## config.mk

```make
export PLATFORM = sky130hd
export DESIGN_NAME = jedro_1_lsu
export DESIGN_NICKNAME = d
export VERILOG_FILES = /design/src/rtl/jedro_1_lsu.sv
export SDC_FILE = /design/constraint.sdc
export NUM_CORES = 1
export LEC_CHECK = 0
export ABC_AREA = 1
export BUFFER_PORTS_ARGS = -buffer_cell sky130_fd_sc_hd__buf_2
export CAP_MARGIN = 0
export CORE_MARGIN = 2
export CORE_UTILIZATION = 50
export DETAILED_ROUTE_END_ITERATION = 16
export GPL_TIMING_DRIVEN = 0
export PLACE_DENSITY = 0.9
export SLEW_MARGIN = 25
export SYNTH_ARGS = -nofsm -noshare
export SYNTH_HDL_FRONTEND = slang
export SYNTH_SLANG_ARGS = --single-unit
```

## constraint.sdc

```tcl
create_clock -name clk_i -period 2.1 [get_ports clk_i]
set_input_delay 0.315 -clock clk_i [delete_from_list [all_inputs] [get_ports clk_i]]
set_output_delay 0.315 -clock clk_i [all_outputs]
set_load 0.02 [all_outputs]
```

## src/rtl/jedro_1_lsu.sv

```systemverilog
// jedro_1_lsu: single-issue load-store unit with lane alignment, load extension and misaligned/illegal rejection
module jedro_1_lsu #(
  parameter int ADDR_WIDTH = 32,
  parameter int REG_ADDR_WIDTH = 5
) (
  input  logic                      clk_i,
  input  logic                      rstn_i,
  input  logic                      new_ctrl_i,
  input  logic [3:0]                ctrl_i,
  input  logic [REG_ADDR_WIDTH-1:0] regdest_i,
  input  logic [ADDR_WIDTH-1:0]     addr_i,
  input  logic [31:0]               wdata_i,
  output logic                      ready_o,
  output logic                      ram_en_o,
  output logic [3:0]                ram_we_o,
  output logic [ADDR_WIDTH-1:0]     ram_addr_o,
  output logic [31:0]               ram_wdata_o,
  input  logic [31:0]               ram_rdata_i,
  output logic                      rf_wb_o,
  output logic [REG_ADDR_WIDTH-1:0] rf_dest_o,
  output logic [31:0]               rf_data_o,
  output logic                      misaligned_o,
  output logic                      illegal_o
);
  typedef enum logic [2:0] {IDLE, ISSUE, RDATA, WB, ERR} state_t;
  state_t state, state_nxt;
  logic [3:0] ctrl_q;
  logic [REG_ADDR_WIDTH-1:0] dest_q;
  logic [ADDR_WIDTH-1:0] addr_q;
  logic [31:0] wdata_q, data_q, lane, ld_data;
  logic [1:0] a;
  logic ill, mis, ill_q;
  assign a = addr_q[1:0];
  assign ill = ctrl_i[3] ? ctrl_i[2:0] > 3'd2 : (ctrl_i[1:0] == 2'd3 || ctrl_i[2:1] == 2'b11);
  assign mis = (ctrl_i[1:0] == 2'd1 && addr_i[0]) || (ctrl_i[1:0] == 2'd2 && addr_i[1:0] != 2'd0);
  assign lane = ram_rdata_i >> {a, 3'b000};
  assign ld_data = ctrl_q[1:0] == 2'd0 ? {{24{~ctrl_q[2] & lane[7]}}, lane[7:0]} :
                   ctrl_q[1:0] == 2'd1 ? {{16{~ctrl_q[2] & lane[15]}}, lane[15:0]} : ram_rdata_i;
  always_comb begin
    state_nxt = state == IDLE  ? (new_ctrl_i ? ((ill || mis) ? ERR : ISSUE) : IDLE) :
                state == ISSUE ? (ctrl_q[3] ? IDLE : RDATA) :
                state == RDATA ? WB : IDLE;
  end
  always_ff @(posedge clk_i or negedge rstn_i) begin
    if (!rstn_i) begin
      state   <= IDLE;
      ctrl_q  <= '0;
      dest_q  <= '0;
      addr_q  <= '0;
      wdata_q <= '0;
      data_q  <= '0;
      ill_q   <= 1'b0;
    end else begin
      state <= state_nxt;
      if (state == IDLE && new_ctrl_i) begin
        ctrl_q  <= ctrl_i;
        dest_q  <= regdest_i;
        addr_q  <= addr_i;
        wdata_q <= wdata_i;
        ill_q   <= ill;
      end
      if (state == RDATA) data_q <= ld_data;
    end
  end
  assign ready_o = state == IDLE;
  assign ram_en_o = state == ISSUE;
  assign ram_we_o = !(ram_en_o && ctrl_q[3]) ? 4'b0000 :
                    ctrl_q[1:0] == 2'd0 ? 4'b0001 << a :
                    ctrl_q[1:0] == 2'd1 ? 4'b0011 << a : 4'b1111;
  assign ram_addr_o = {addr_q[ADDR_WIDTH-1:2], 2'b00};
  assign ram_wdata_o = ctrl_q[1:0] == 2'd0 ? {4{wdata_q[7:0]}} :
                       ctrl_q[1:0] == 2'd1 ? {2{wdata_q[15:0]}} : wdata_q;
  assign rf_wb_o = state == WB && dest_q != '0;
  assign rf_dest_o = dest_q;
  assign rf_data_o = data_q;
  assign misaligned_o = state == ERR && !ill_q;
  assign illegal_o = state == ERR && ill_q;
endmodule

```

==> results of run 1 <==
==> final timing paths <==
kind | end | slack [ps] | cells after the start
max | ram_we_o[2] | 70 | 6
min | addr_q[27] | 150 | 3
max reg2reg | rf_data_o[7] | 360 | 6
min reg2reg | addr_q[25] | 480 | 2
max in group asynchronous | wdata_q[5] | 1000 | 3
min in group asynchronous | rf_data_o[3] | 450 | 2
==> cell usage after synthesis <==
cell type    n  area, µm²
nand3_1     30        150
o211a_1      1       10.0
buf_4       42        315
nand4_1      3       18.8
dfrtp_1    109       2730
inv_1       38        143
conb_1       1       3.75
clkbuf_1    12       45.0
a21boi_2     5       56.3
o21a_1       1       7.51
inv_2        8       30.0
or2_2       24        150
buf_6        2       22.5
o2111ai_1    3       26.3
o21ai_1      2       10.0
ha_1         4       50.1
nor2_1      59        221
buf_2       22        110
nor2_4       2       22.5
o22ai_1      1       6.26
a21o_1       1       7.51
nor3_2       1       10.0
nand2_1    396       1490
a21oi_1      6       30.0
o31ai_1      1       7.51
buf_1        1       3.75
nand2_2      2       12.5
o21ai_0     15       75.1
a21boi_0     2       15.0
nor3_1       1       5.00
o211ai_1     2       15.0
==> registers in the layout (all words and copies together), names as in the netlist <==
| register | count |
|---|---|
| rf_data_o | 32 |
| addr_q | 32 |
| state | 3 |
| ctrl_q | 4 |
| wdata_q | 32 |
| rf_dest_o | 5 |
| ill_q | 1 |
==> stage by stage <==
| step | util | TNS, ps |
|---|---|---|
| floorplan | - | 0 |
| global placement | 0.620 | -56570 |
| global route | 0.655 | -13.1 |
| detailed placement | 0.623 | 0 |
| CTS | 0.650 | 0 |
| finish | 0.655 | 0 |
==> layout make-up <==
cell class	instances	area, µm²
Multi-Input combinational cell	564	2410
Fill cell	957	3930
Clock inverter	6	56.3
Sequential cell	109	2730
Inverter	46	183
Timing Repair Buffer	221	1150
Clock buffer	9	225
Buffer	77	507
Tap cell	143	179
==> kinds of logic after synthesis <==
logic type / after synthesis / synth area share
AOI/OAI and AO/OA: 40 / 0.0460
adders and majority gates: 4 / 0.00864
buffers and inverters: 125 / 0.116
DFF: 109 / 0.471
other: 1 / 0.000647
and+or+nand+nor: 518 / 0.358
==> worst reg2reg max path: cells and delay by family (launching register included) <==
| family | cells | cell delay [ps] |
|---|---|---|
| and+or+nand+nor | 2 | 460 |
| buffers and inverters | 3 | 690 |
| DFF | 1 | 420 |
| AOI/OAI and AO/OA | 1 | 60 |
==> per-layer routing <==
| metal | share of wire | track usage |
|---|---|---|
| met2 | 0.49 | 0.464 |
| met5 | 0.00042 | 0 |
| met3 | 0.089 | 0.0811 |
| met4 | 0.013 | 0.0708 |
| met1 | 0.41 | 0.337 |
==> where the power goes <==
part	total (µW)	switching [µW]	internal [µW]
Sequential	3810	669	3140
Clock	1660	836	824
Combinational	7390	4630	2760
==> repair_timing <==
item                       in CTS  in global routing
hold endpoints to repair       43                  0
setup endpoints to repair      22                  8
hold buffers                    1                  0
resized for setup               9                 12
pin swaps                       1                  1
buffers inserted                1                  3
==> impl_results.md, run 1 <==
- Vias per std cell: 4.86
- Grt total ovfl: 0
- Commonest non-fill, non-tap cell in the layout: nand2_1
- Placed instance area: between 7000 and 8000 µm²
- Fin cells: 1175
- Fin worst setup slack: roughly 70 ps
- PwrDens: around 1700 nW/µm²
- Site Rows: 39
- Initial antenna violation count: 1
- Max Cap Violations: 0
- Antenna Nets Post-Route: 0
- Sequential fraction of the synthesis area: 0.471
- Fmax: a little under 500 MHz
- Hold Violations, Final: 0
- Design Area, Final: 7440 µm²
- Clk_skew: 9.11 ps
- Hpwl dp: 12.7 mm
- VDD IR max: 1.14 mV
- CTS Buf Count: 9
- LEAKAGE: 0.00449 µW
- GP Congestion: 0.924
- Post-Place Cells: 1157
- Status: finished, final reports clean
- Crit-path slowest cell: dfrtp_1
- Routed wire length: 16.8 mm
- DR DRC count: 0
- Starting Density: 0.510
- Crit path DAT: 1710 ps
- Hold Path Class: input pin to flip-flop
- CP Launch Type: flip-flop
- Initial detailed-routing violation count: 440
- Worst Path Class, Setup: flip-flop to primary output
- TritonCTS clock tree: done
- Worst slew pin tran: 555 ps
- Clk pin slew, worst setup/hold paths: roughly 80 ps
- Synth warn: 0
- Die extent in y: between 100 and 150 µm
- WL per Instance: roughly 14 µm
- Largest net degree at the start of global routing: between 60 and 70
- Worst Path Buf+Inv: 3
- Hold path start: addr_i[27]
- Pre-antenna DRT Iters: 5
- Layout cells sized above 1: 0.336
- Final Max Tran Viols: 0
- Clock buffer depth: 2
- Number of distinct library cells after synthesis: 31
- DIE AREA: 12500 µm²
- Rel. slew slack: 0.630
- Clock Sink Count: 109
- DP Worst Slack: 57.6 ps
- Setup crit start: addr_q[1]
- Core Region: between 10000 and 15000 µm²
- Layout Nets: 1140
- CP max stage delay: 410 ps
- GR Util All Layers: 0.271
- Root Buffer: clkbuf_16
- Die W: 112 µm
- Hold WS: around 150 ps
- CP Cell Sequence: clkbuf_4, inv_6, ha_1, o22ai_1, nor2_1, buf_2
- Mapped Cells: roughly 800
- H-tree depth: 3
- Cell Area, Synth: roughly 5800 µm²
- Register bit total from synthesis: around 110
- Mean post-synth cell area: a little over 7 µm²
- Number of port buffers: 215
- Cell family with the largest share of critical-path delay: buffers and inverters
- Part of the cycle the worst path needs: 0.966
- Vias in the first global route: 5509
- Final setup viols: 0
- Ant. Diodes: 0
- I/O Pins: approximately 220
- Tot Pwr: about 13000 µW
- Global-route wire length before repair: 27.1 mm
- Period minus WS final: ~2000 ps
- CP max FO: 11
- Reg-to-reg startpoint: state[0]
- Clk Latency, worst-skew pair: 350 ps
- Via count: between 5k and 6k
- Area delta synth->final: 28.5%
- Most frequent cells in the layout: nand2_1, buf_2, dfrtp_1
- Data required, critical path: roughly 1800 ps
- CP Capture Type: primary output
No activity file was read; power rests on OpenSTA's default activity.
==> run 2: changes to the inputs <==
==> constraint.sdc (replaced) <==
create_clock -name clk_i -period 2.1 [get_ports clk_i]
set_input_delay 0.21 -clock clk_i [delete_from_list [all_inputs] [get_ports clk_i]]
set_output_delay 0.21 -clock clk_i [all_outputs]
set_load 0.02 [all_outputs]
==> impl_results.md, run 2 (same netlist as run 1, synthesis figures left out) <==
- CP Launch Type: flip-flop
- Period minus WS final: 2020 ps (-11.2 ps)
- Multi-input logic area: 2400 µm² (-0.36%)
- GR Util All Layers: 0.271 (about the same)
- Crit path DAT: 1810 ps (+100 ps)
- CP Capture Type: primary output
- Commonest non-fill, non-tap cell in the layout: nand2_1
- Worst Path Class, Setup: flip-flop to primary output
- Global-route wire length before repair: 27.0 mm (about the same)
- Die extent in y: 112 µm (unchanged)
- Tot Pwr: 12800 µW (-0.58%)
- Hpwl dp: 12.7 mm (unchanged)
- Clk_skew: 7.98 ps (-1.13 ps)
- GP Congestion: 0.924 (unchanged)
- Final Max Tran Viols: 0 (unchanged)
- Die W: 112 µm (unchanged)
- Antenna Nets Post-Route: 0 (unchanged)
- I/O Pins: 218 (unchanged)
- Vias per std cell: 4.92 (+1.1%)
- Clk pin slew, worst setup/hold paths: 80 ps (about the same)
- Grt total ovfl: 0 (unchanged)
- Design Area, Final: 7400 µm² (-0.61%)
- LEAKAGE: 0.00447 µW (-0.34%)
- Clock Sink Count: 109 (unchanged)
- Hold Path Class: input pin to flip-flop
- Fin worst setup slack: 82.5 ps (+11.2 ps)
- Starting Density: 0.510 (unchanged)
- Fmax: 496 MHz (+0.56%)
- Fill cell count: 962 (+0.52%)
- Core Region: 11400 µm² (unchanged)
- Clk Latency, worst-skew pair: 350 ps (about the same)
- Worst slew pin tran: 556 ps (+1.18 ps)
- Number of port buffers: 215 (unchanged)
- WL per Instance: 14.2 µm (-0.47%)
- Sequential cell area: 2730 µm² (about the same)
- Largest net degree at the start of global routing: 67 (unchanged)
- CP max FO: 12 (+1)
- GR Layer Usage met2: 0.463 (-0.000808)
- Status: finished, final reports clean
- Clock buffer depth: 2 (unchanged)
- Fin cells: 1173 (-0.17%)
- Part of the cycle the worst path needs: 0.961 (-0.00535)
- DP Worst Slack: 163 ps (+105 ps)
- Site Rows: 39 (unchanged)
- Final setup viols: 0 (unchanged)
- Initial detailed-routing violation count: 484 (+10%)
- Pre-antenna DRT Iters: 6 (+1)
- CTS Buf Count: 9 (unchanged)
- PwrDens: 1730 nW/µm² (about the same)
- Via count: 5768 (+0.96%)
- Routed wire length: 16.7 mm (-0.64%)
- GRT met1 Usage: 0.337 (+0.000356)
- TritonCTS clock tree: done
- Placed instance area: 7090 µm² (unchanged)
- Post-layout util: 0.651 (-0.00396)
- Root Buffer: clkbuf_16
- Layout Nets: 1137 (-0.26%)
- Top Usage Layer GRT: met2
- RSZ-0062 raised after global routing: false
- Area delta synth->final: 27.7%
- Post-Place Cells: 1157 (unchanged)
- Max Cap Violations: 0 (unchanged)
- Met3 global-route usage: 0.0811 (unchanged)
- Layout cells sized above 1: 0.332 (-0.00388)
- VDD IR max: 1.14 mV (+0.25%)
- H-tree depth: 3 (unchanged)
- Data required, critical path: 1890 ps (+110 ps)
- Most frequent cells in the layout: nand2_1, buf_2, dfrtp_1
- Hold Violations, Final: 0 (unchanged)
- DIE AREA: 12500 µm² (unchanged)
- Rel. slew slack: 0.629 (-0.000787)
- Initial antenna violation count: 1 (unchanged)
- Vias in the first global route: 5507 (-0.036%)
- DR DRC count: 0 (unchanged)
## run 2: critical path, stage by stage, from the launching register on
cell     delay (ps)
dfrtp_1         490
inv_4           120
buf_6           170
ha_1            300
o22ai_1         170
nor2_1           50
buf_2           160
## run 2: through the flow
stage,setup TNS (ps),hold WS (ps)
2_1_floorplan,0,-85.6
3_3_place_gp,-45130,403
3_5_place_dp,0,150
4_1_cts,0,38.5
5_1_grt,0,45.0
6_report,0,46.1
## run 2: repair_timing
action / in CTS / in global routing
gates resized for setup: 3 / 7
pin swaps: 1 / 0
endpoints found under the setup margin: 14 / 11
hold endpoints to repair: 43 / 0
buffers inserted: 1 / 0
hold buffers: 1 / 0
## run 2: final timing paths
kind,depth (start not counted),slack [ps],endpoint,from
max,6,80,ram_we_o[2],addr_q[0]
min reg2reg,2,480,addr_q[25],addr_q[25]
max in group asynchronous,3,1110,wdata_q[13],rstn_i
min,3,50,addr_q[27],addr_i[27]
max reg2reg,6,370,rf_data_o[7],state[0]
min in group asynchronous,2,340,rf_data_o[3],rstn_i
## run 2: cell type report
cell class,instances,area share
tap,143,0.0242
timing repair buffer,218,0.152
clock inverter,6,0.00761
buffer,77,0.0675
multi-input combinational,564,0.325
inverter,46,0.0240
clock buffer,9,0.0304
sequential,109,0.369
antenna,1,0.000338
## run 2: where the power goes
part	switching, µW	total, µW	internal, µW	leakage, µW
Combinational	4600	7310	2710	0.00301
Sequential	673	3810	3140	0.00132
Clock	841	1660	824	0.000139
## run 2: metal layers
metal  routed length, µm  share of wire  vias up
met5                   7        0.00042        -
met4                 236          0.014        2
met3                1520          0.091       22
met2                8170           0.49      259
met1                6770           0.41     2654
li1                    -              -     2831
==> run 3: changes to the inputs <==
==> constraint.sdc (replaced) <==
create_clock -name clk_i -period 2.19 [get_ports clk_i]
set_input_delay 0.219 -clock clk_i [delete_from_list [all_inputs] [get_ports clk_i]]
set_output_delay 0.219 -clock clk_i [all_outputs]
set_load 0.02 [all_outputs]
==> impl_results.md, run 3 (same netlist as run 1, synthesis figures left out) <==
- Status: finished, final reports clean
- Pre-antenna DRT Iters: 7 (+1)
- I/O Pins: 218 (unchanged)
- TritonCTS clock tree: done
- RSZ-0062 raised after global routing: false
- Root Buffer: clkbuf_16
- # Post-CTS Setup Buffers: 0 (-1)
- Clock Sink Count: 109 (unchanged)
- Most frequent cells in the layout: nand2_1, buf_2, dfrtp_1
- Routed wire length: 16.6 mm (-0.45%)
- CP Capture Type: primary output
- Vias in the first global route: 5514 (+0.13%)
- DIE AREA: 12500 µm² (unchanged)
- Core Region: 11400 µm² (unchanged)
- Site Rows: 39 (unchanged)
- Die W: 112 µm (unchanged)
- LEAKAGE: 0.00446 µW (-0.29%)
- Multi-input logic area: 2400 µm² (unchanged)
- Crit path DAT: 1840 ps (+30 ps)
- Commonest non-fill, non-tap cell in the layout: nand2_1
- Hold Violations, Final: 0 (unchanged)
- Hpwl dp: 12.7 mm (unchanged)
- DR DRC count: 0 (unchanged)
- Number of port buffers: 215 (unchanged)
- Reg-to-reg startpoint: state[0]
- Reg-to-reg endpoint: rf_data_o[7]
- Clk pin slew, worst setup/hold paths: 80 ps (about the same)
- WL per Instance: 14.2 µm (-0.28%)
- Global-route wire length before repair: 27.0 mm (about the same)
- DP Worst Slack: 244 ps (+81.0 ps)
- Layout cells sized above 1: 0.330 (-0.00227)
- Largest net degree at the start of global routing: 67 (unchanged)
- PwrDens: 1650 nW/µm² (-4.3%)
- Final Max Tran Viols: 0 (unchanged)
- Data required, critical path: 1970 ps (+80 ps)
- Hold depth: 3 (unchanged)
- Rel. slew slack: 0.596 (-0.0339)
- Sequential cell area: 2730 µm² (unchanged)
- Die extent in y: 112 µm (unchanged)
- Initial detailed-routing violation count: 441 (-8.9%)
- Clock buffer depth: 2 (unchanged)
- Fmax: about 490 MHz
- Hold Path Class: input pin to flip-flop
- Clk_skew: 10.9 ps (+2.87 ps)
- Layout Nets: 1135 (-0.18%)
- CTS Buf Count: 9 (unchanged)
- Vias per std cell: 4.92 (about the same)
- R2r setup slk: 440 ps (+70 ps)
- Worst Path Class, Setup: flip-flop to primary output
- Worst-case reg-to-reg path depth: 6 (unchanged)
- Fill cell count: 964 (+0.21%)
- Period minus WS final: around 2100 ps
- Area delta synth->final: 27.4%
- Antenna Nets Post-Route: 0 (unchanged)
- CP Launch Type: flip-flop
- Final setup viols: 0 (unchanged)
- Worst slew pin tran: 607 ps (+50.9 ps)
- Tot Pwr: 12200 µW (-4.5%)
- Via count: 5763 (-0.087%)
- VDD IR max: 1.09 mV (-4.4%)
- Starting Density: 0.510 (unchanged)
- Initial antenna violation count: 1 (unchanged)
- CP max FO: 17 (+5)
- Part of the cycle the worst path needs: 0.938
- Hold Path End: wdata_q[27]
- Hold path start: wdata_i[27]
- Grt total ovfl: 0 (unchanged)
- Fin worst setup slack: 136 ps (+53.1 ps)
- H-tree depth: 3 (unchanged)
- Clk Latency, worst-skew pair: 350 ps (about the same)
- GR Util All Layers: 0.271 (unchanged)
- GP Congestion: 0.924 (unchanged)
- Max Cap Violations: 0 (unchanged)
==> run 3: cell types whose count changed in the layout (fill, tap and decap cells not counted) <==
cell,before,now
inv_2,6,7
clkbuf_2,1,0
clkbuf_1,10,11
clkbuf_4,1,0
buf_4,43,42
inv_4,2,1
==> run 3: worst max-delay path by stage <==
stage | start | end | cells after the start
4_1_cts | addr_q[0] | ram_we_o[2] | 7
3_3_place_gp | rstn_i | wdata_q[19] | 1
2_1_floorplan | addr_q[0] | ram_we_o[2] | 6
6_report | ctrl_q[1] | ram_we_o[3] | 6
3_5_place_dp | ctrl_q[1] | ram_we_o[3] | 7
5_1_grt | ctrl_q[1] | ram_we_o[3] | 6
==> run 3: per-stage QoR <==
stage,cell area [µm²],setup TNS [ps],utilization,std cells,hold WS (ps)
6_report,7380,0,0.649,1171,57.4
4_1_cts,7380,0,0.649,1172,47.5
2_1_floorplan,5800,0,-,798,-76.6
5_1_grt,7380,0,0.649,1170,54.0
3_3_place_gp,7050,-36300,0.620,1156,412
3_5_place_dp,7090,0,0.623,1157,159
==> run 3: critical path: stages (launching register included) <==
cell	delay (ps)
dfrtp_1	360
buf_4	160
nor2_4	280
inv_4	160
o21ai_0	250
nor2_1	100
buf_2	170
==> run 3: per-layer routing <==
| metal | part of all wire | GRT usage | up-vias | wire length, µm |
|---|---|---|---|---|
| met1 | 0.40 | 0.337 | 2642 | 6720 |
| met5 | 0.00042 | 0 | - | 7 |
| li1 | - | - | 2829 | - |
| met2 | 0.49 | 0.462 | 265 | 8130 |
| met3 | 0.091 | 0.0822 | 25 | 1520 |
| met4 | 0.015 | 0.0708 | 2 | 255 |
==> run 3: what timing repair did <==
action	in CTS	in global routing
pin swaps	0	0
hold buffers	1	0
hold endpoints to repair	43	0
resized for setup	1	4
setup endpoints to repair	2	13
==> run 3: where the power goes <==
part | internal (µW) | switching, µW | leakage (µW)
clock network | 790 | 804 | 0.000139
logic | 2570 | 4400 | 0.00300
registers | 3010 | 639 | 0.00132
==> run 3: layout make-up <==
type | count | share of cell area
repair buffers | 217 | 0.152
clock inverters | 6 | 0.00763
inverters | 46 | 0.0237
well taps | 143 | 0.0242
flip-flops and latches | 109 | 0.370
clock buffers | 9 | 0.0305
diodes | 1 | 0.000339
multi-input cells | 564 | 0.326
plain buffers | 76 | 0.0665
